===== config.mk =====
export PLATFORM = sky130hd
export DESIGN_NAME = alu_bist_sequencer
export DESIGN_NICKNAME = d
export VERILOG_FILES = /design/src/rtl/alu_bist_sequencer.sv
export SDC_FILE = /design/constraint.sdc
export NUM_CORES = 1
export LEC_CHECK = 0
export ABC_AREA = 1
export CORE_MARGIN = 2
export CORE_UTILIZATION = 45
export DETAILED_ROUTE_END_ITERATION = 8
export GPL_TIMING_DRIVEN = 0
export PLACE_DENSITY = 0.92
export RECOVER_POWER = 100
export SYNTH_ARGS = -nofsm -noshare
export SYNTH_HDL_FRONTEND = slang
export SYNTH_SLANG_ARGS = --single-unit

===== constraint.sdc =====
create_clock -name clk -period 3 [get_ports clk]
set_clock_uncertainty 0.2 [all_clocks]
set_input_delay 0.9 -clock clk [delete_from_list [all_inputs] [get_ports clk]]
set_output_delay 0.9 -clock clk [all_outputs]
set_load 0.05 [all_outputs]

===== src/rtl/alu_bist_sequencer.sv =====
// Purpose: built-in self-test driver for riscv_alu; steps through a fixed vector table and scores results.
// Latency: (2 + SETTLE_CYCLES) cycles per vector; done rises NUM_VEC*(2+SETTLE_CYCLES) cycles after busy.
// Backpressure: none; start is ignored while busy and only accepted in IDLE or DONE.
module alu_bist_sequencer #(
  parameter int NUM_VEC       = 12,
  parameter int SETTLE_CYCLES = 1
) (
  input  logic        clk,
  input  logic        rst_n,
  input  logic        start,
  input  logic        fault_inj,
  input  logic [31:0] result,
  output logic [3:0]  alu_fun,
  output logic [31:0] srcA,
  output logic [31:0] srcB,
  output logic        busy,
  output logic        done,
  output logic        pass,
  output logic [3:0]  fail_count,
  output logic [3:0]  first_fail_idx
);

  typedef enum logic [2:0] {
    S_IDLE,
    S_DRIVE,
    S_SETTLE,
    S_CHECK,
    S_DONE
  } state_t;

  typedef struct packed {
    logic [3:0]  fun;
    logic [31:0] a;
    logic [31:0] b;
    logic [31:0] exp;
  } vec_t;

  localparam logic [3:0] LAST_IDX    = 4'(NUM_VEC - 1);
  localparam logic [3:0] SETTLE_LOAD = (SETTLE_CYCLES == 0) ? 4'd0 : 4'(SETTLE_CYCLES - 1);
  localparam logic [3:0] NO_FAIL     = 4'hF;

  // Fixed stimulus table; shift vectors rely on the ALU using srcB[4:0] only.
  function automatic vec_t vec_entry(input logic [3:0] idx);
    vec_t v;
    case (idx)
      4'd0:    v = '{fun: 4'd0,  a: 32'd25,         b: 32'd26,         exp: 32'h0000_0033};
      4'd1:    v = '{fun: 4'd8,  a: 32'd25,         b: 32'd26,         exp: 32'hFFFF_FFFF};
      4'd2:    v = '{fun: 4'd8,  a: 32'hFFFF_FFFF,  b: 32'd1,          exp: 32'hFFFF_FFFE};
      4'd3:    v = '{fun: 4'd6,  a: 32'h0000_AAAA,  b: 32'h0000_5555,  exp: 32'h0000_FFFF};
      4'd4:    v = '{fun: 4'd7,  a: 32'h0000_AAAA,  b: 32'h0000_5555,  exp: 32'h0000_0000};
      4'd5:    v = '{fun: 4'd4,  a: 32'h0000_AAAA,  b: 32'h0000_5555,  exp: 32'h0000_FFFF};
      4'd6:    v = '{fun: 4'd5,  a: 32'h0000_FF00,  b: 32'h0000_0085,  exp: 32'h0000_07F8};
      4'd7:    v = '{fun: 4'd1,  a: 32'h0000_FF00,  b: 32'h0000_0085,  exp: 32'h001F_E000};
      4'd8:    v = '{fun: 4'd13, a: 32'h8000_FF00,  b: 32'h0000_0085,  exp: 32'hFC00_07F8};
      4'd9:    v = '{fun: 4'd2,  a: 32'h8000_FF00,  b: 32'd5,          exp: 32'h0000_0001};
      4'd10:   v = '{fun: 4'd3,  a: 32'h8000_FF00,  b: 32'd5,          exp: 32'h0000_0000};
      4'd11:   v = '{fun: 4'd9,  a: 32'h0000_FF00,  b: 32'h0000_0FFF,  exp: 32'h0000_FF00};
      default: v = '0;
    endcase
    return v;
  endfunction

  state_t     state;
  state_t     state_nxt;
  logic [3:0] vec_idx;
  logic [3:0] settle_cnt;

  vec_t       cur_vec;
  logic       mismatch;
  logic       last_vec;
  logic [3:0] fail_count_nxt;

  assign cur_vec = vec_entry(vec_idx);

  // Score the current ALU result; the fault bit flips result[0] to prove the compare path can fail.
  always_comb begin
    mismatch       = (result ^ {31'b0, fault_inj}) != cur_vec.exp;
    last_vec       = (vec_idx == LAST_IDX);
    fail_count_nxt = fail_count;
    if (mismatch && (fail_count != 4'hF)) begin
      fail_count_nxt = fail_count + 4'd1;
    end
  end

  // State register.
  always_ff @(posedge clk or negedge rst_n) begin
    if (!rst_n) begin
      state <= S_IDLE;
    end else begin
      state <= state_nxt;
    end
  end

  // Next-state: one DRIVE, optional SETTLE window, one CHECK per vector.
  always_comb begin
    state_nxt = state;
    case (state)
      S_IDLE:   if (start) state_nxt = S_DRIVE;
      S_DRIVE:  state_nxt = (SETTLE_CYCLES == 0) ? S_CHECK : S_SETTLE;
      S_SETTLE: if (settle_cnt == 4'd0) state_nxt = S_CHECK;
      S_CHECK:  state_nxt = last_vec ? S_DONE : S_DRIVE;
      S_DONE:   if (start) state_nxt = S_DRIVE;
      default:  state_nxt = S_IDLE;
    endcase
  end

  // Operand drive, settle timing, result scoring and status flags.
  always_ff @(posedge clk or negedge rst_n) begin
    if (!rst_n) begin
      alu_fun        <= 4'd0;
      srcA           <= 32'd0;
      srcB           <= 32'd0;
      busy           <= 1'b0;
      done           <= 1'b0;
      pass           <= 1'b0;
      fail_count     <= 4'd0;
      first_fail_idx <= NO_FAIL;
      vec_idx        <= 4'd0;
      settle_cnt     <= 4'd0;
    end else begin
      case (state)
        S_IDLE, S_DONE: begin
          if (start) begin
            fail_count     <= 4'd0;
            first_fail_idx <= NO_FAIL;
            pass           <= 1'b0;
            vec_idx        <= 4'd0;
            busy           <= 1'b1;
            done           <= 1'b0;
          end
        end
        S_DRIVE: begin
          alu_fun    <= cur_vec.fun;
          srcA       <= cur_vec.a;
          srcB       <= cur_vec.b;
          settle_cnt <= SETTLE_LOAD;
        end
        S_SETTLE: begin
          if (settle_cnt != 4'd0) begin
            settle_cnt <= settle_cnt - 4'd1;
          end
        end
        S_CHECK: begin
          fail_count <= fail_count_nxt;
          if (mismatch && (first_fail_idx == NO_FAIL)) begin
            first_fail_idx <= vec_idx;
          end
          if (last_vec) begin
            busy <= 1'b0;
            done <= 1'b1;
            pass <= (fail_count_nxt == 4'd0);
          end else begin
            vec_idx <= vec_idx + 4'd1;
          end
        end
        default: ;
      endcase
    end
  end

endmodule


==> results.tsv <==
metric	value	unit
post-route-drc-count	0	
vias_per_cell	4.723	
antenna_found_initial	0	
tritoncts	yes	
holdCritStartpoint	done$_DFFE_PN0P_	
timing.hold.worst.class	reg2reg	
timing.max_slew.rel_slack	40.26	%
tightest_slew	0.8893	ns
ir_drop	0.8373	mV
io_pins	115	
whs	0.2893	ns
netlist_top_cells_area	sky130_fd_sc_hd__dfrtp_1 30%, sky130_fd_sc_hd__nand2_1 15%, sky130_fd_sc_hd__buf_4 13%	
synth.cell_area	2960	um2
setup.worst_path.end_class	primary output	
syn_area_per_cell	7.328	um2
yosys_warn_count	0	
synth.lib_cells_used.distinct	35	
synth_edf_count	0	
drive_gt1_share	16.76	%
hold_viol_final	0	
rows	29	
yosys_register_bits	40	
fp.dieArea	7244	um2
cts.htree.levels	2	
num_antenna_cells	0	
layout_area_growth_over_synthesis	40.24	%
grt_overflow	0	
p_per_area	962.8	nW/um2
crit_start	srcA[30]$_DFFE_PN0P_	
cp.arrival	1.78	ns
clock_sink_count	40	
vias	2843	
die_w	85.11	um
place_hpwl	5609	um
die_h	85.11	um
drt-wirelength-per-cell	11.48	um
critPathRequiredTime	1.90	ns
place.gp.congestion	0.9367	
clkTransAtPathRegs	0.07	ns
clock_insertion_delay_worst_skew	0.29	ns
synth.largest_area_cell	sky130_fd_sc_hd__dfrtp_1	
report.final.slew_viol_count	0	
final.setup.worst_slack	0.1158	ns
worstSetupPathType	reg2out	
finalWorstPathRequiredPeriod	2.884	ns
totalWireLength	6908	um
worstSetupStartpointType	register	
postRouteAntennaNets	0	
synth.top_cell.area_share	30.43	%
run_status	finished, final reports clean	
ys_seq_area_share	33.98	%
finalSetupViolations	0	
floorplan.core_area	6350	um2
rsz_0062_raised_after_global_routing	false	
worst_r2r_startpoint	vec_idx[1]$_DFFE_PN0P_	
cts.path.max_buffers	2	
vias_in_the_first_global_route	2686	
cts-root-buf	sky130_fd_sc_hd__clkbuf_8	
grt_first_pass_wirelength	11970	um
fillers	509	
port_buffers	96	
async_set_or_reset_flop_fraction_in_the_synthesized_netlist	100.0	%
synth_most_common_cell	sky130_fd_sc_hd__nand2_1	
finalCritPeriodShare	96.14	%
syn_inst	404	
numCtsBuffers	5	
first_drt_iteration_drcs	143	
synth_top_flop_cell	sky130_fd_sc_hd__dfrtp_1	
place_ws	0.1002	ns
dr_pass1_iterations	4	
grt_max_degree	41	
fmaxAchievable	346.7	MHz
total_leakage_power	2.210	nW
maximum_fanout_encountered_on_the_critical_timing_path	18	
drv.max_cap_violation_count	0	
groute.usage.overall	20.11	%
holdBufCountCts	0	
net_count_of_the_finished_layout	575	
effective_utilization_at_floorplan	46.62	%
yosys-top-cells-count	115 x sky130_fd_sc_hd__nand2_1, 52 x sky130_fd_sc_hd__buf_4, 36 x sky130_fd_sc_hd__dfrtp_1	
through the flow:
| step | area [um2] | TNS (ns) | std cells | total power [W] | util [%] |
|---|---|---|---|---|---|
| after floorplan | 3024 | 0 | 421 | 0.002955 | - |
| after global placement | 4081 | -1.475 | 594 | 0.003690 | 64.28 |
| after detailed placement | 4076 | 0 | 594 | 0.003761 | 64.20 |
| after CTS | 4159 | 0 | 602 | 0.004115 | 65.50 |
| after global routing | 4151 | 0 | 602 | 0.004314 | 65.38 |
| final | 4151 | 0 | 602 | 0.003997 | 65.38 |
report_power, final:
part	leakage [nW]	internal (W)	switching [W]	total [W]
Clock	0.0422	0.000163	0.000179	0.000342
Combinational	1.66	0.000897	0.00183	0.00273
Sequential	0.511	0.000760	0.000169	0.000930
Total	2.21	0.00182	0.00218	0.00400
worst max-delay path, cell delays in order, from the launching register on:
cell and delay (ns):
sky130_fd_sc_hd__dfrtp_2 0.53, sky130_fd_sc_hd__buf_4 0.16, sky130_fd_sc_hd__clkdlybuf4s50_1 0.79
worst paths after layout:
path | to | slack (ns) | cells after the start
setup / recovery | srcA[17] | 0.12 | 2
hold / removal | done$_DFFE_PN0P_ | 0.29 | 2
setup reg to reg | pass$_DFFE_PN0P_ | 0.25 | 18
hold reg to reg | done$_DFFE_PN0P_ | 0.29 | 2
max in group asynchronous | vec_idx[0]$_DFFE_PN0P_ | 1.51 | 1
min in group asynchronous | srcB[12]$_DFFE_PN0P_ | 0.51 | 1
placed cells by master, fill, tap and decap left out, types with 4 or more instances in the layout:
cell type and n:
sky130_fd_sc_hd__ha_1 15, sky130_fd_sc_hd__o21ai_0 18, sky130_fd_sc_hd__xor2_1 4, sky130_fd_sc_hd__nor3_1 6, sky130_fd_sc_hd__inv_1 34, sky130_fd_sc_hd__dfrtp_1 33
sky130_fd_sc_hd__nor2_1 33, sky130_fd_sc_hd__clkbuf_8 5, sky130_fd_sc_hd__inv_2 6, sky130_fd_sc_hd__dlygate4sd3_1 41, sky130_fd_sc_hd__clkdlybuf4s50_1 54, sky130_fd_sc_hd__clkbuf_1 4
sky130_fd_sc_hd__nand3_1 29, sky130_fd_sc_hd__dfstp_2 4, sky130_fd_sc_hd__a21oi_1 8, sky130_fd_sc_hd__conb_1 18, sky130_fd_sc_hd__nand2_1 117, sky130_fd_sc_hd__buf_4 52
sky130_fd_sc_hd__nand2_2 6
what timing repair did:
| action | 4_1_cts | 5_1_grt |
|---|---|---|
| gates cloned | 0 | 0 |
| endpoints found under the setup margin | 16 | 1 |
| resized for setup | 1 | 2 |
| setup buffers | 0 | 0 |
routing by layer:
layer	global-route usage, %	share of wire [%]	routed length (um)
met5	0	0	0
met3	3.891	8.1	563
met4	6.782	1.4	95
met2	35.58	49	3419
met1	24.46	41	2829
layout make-up:
class                   instances  area [um2]  share of cell area, %
flip-flops and latches         40        1010                  24.32
clock buffers                   7       76.32                  1.838
clock inverters                 1       5.005                 0.1206
repair buffers                 96       955.9                  23.03
inverters                      40       150.1                  3.617
plain buffers                  56       420.4                  10.13
multi-input cells             285        1438                  34.63
well taps                      77       96.34                  2.321
sequential cells by signal, indices dropped and copies added, names as in the netlist:
register,count
srcA,7
pass,1
vec_idx,4
busy,1
settle_cnt,4
alu_fun,4
fail_count,4
first_fail_idx,4
srcB,7
done,1
state,3
kinds of logic after synthesis:
group	Yosys count	synth area share, %
buf+inv	96	19.27
other cells	1	0.1267
flops	40	33.98
fa+ha+maj	15	6.340
compound gates	41	8.030
xor+xnor	6	1.775
simple gates	205	30.47
(Power assumes the default switching activity.)
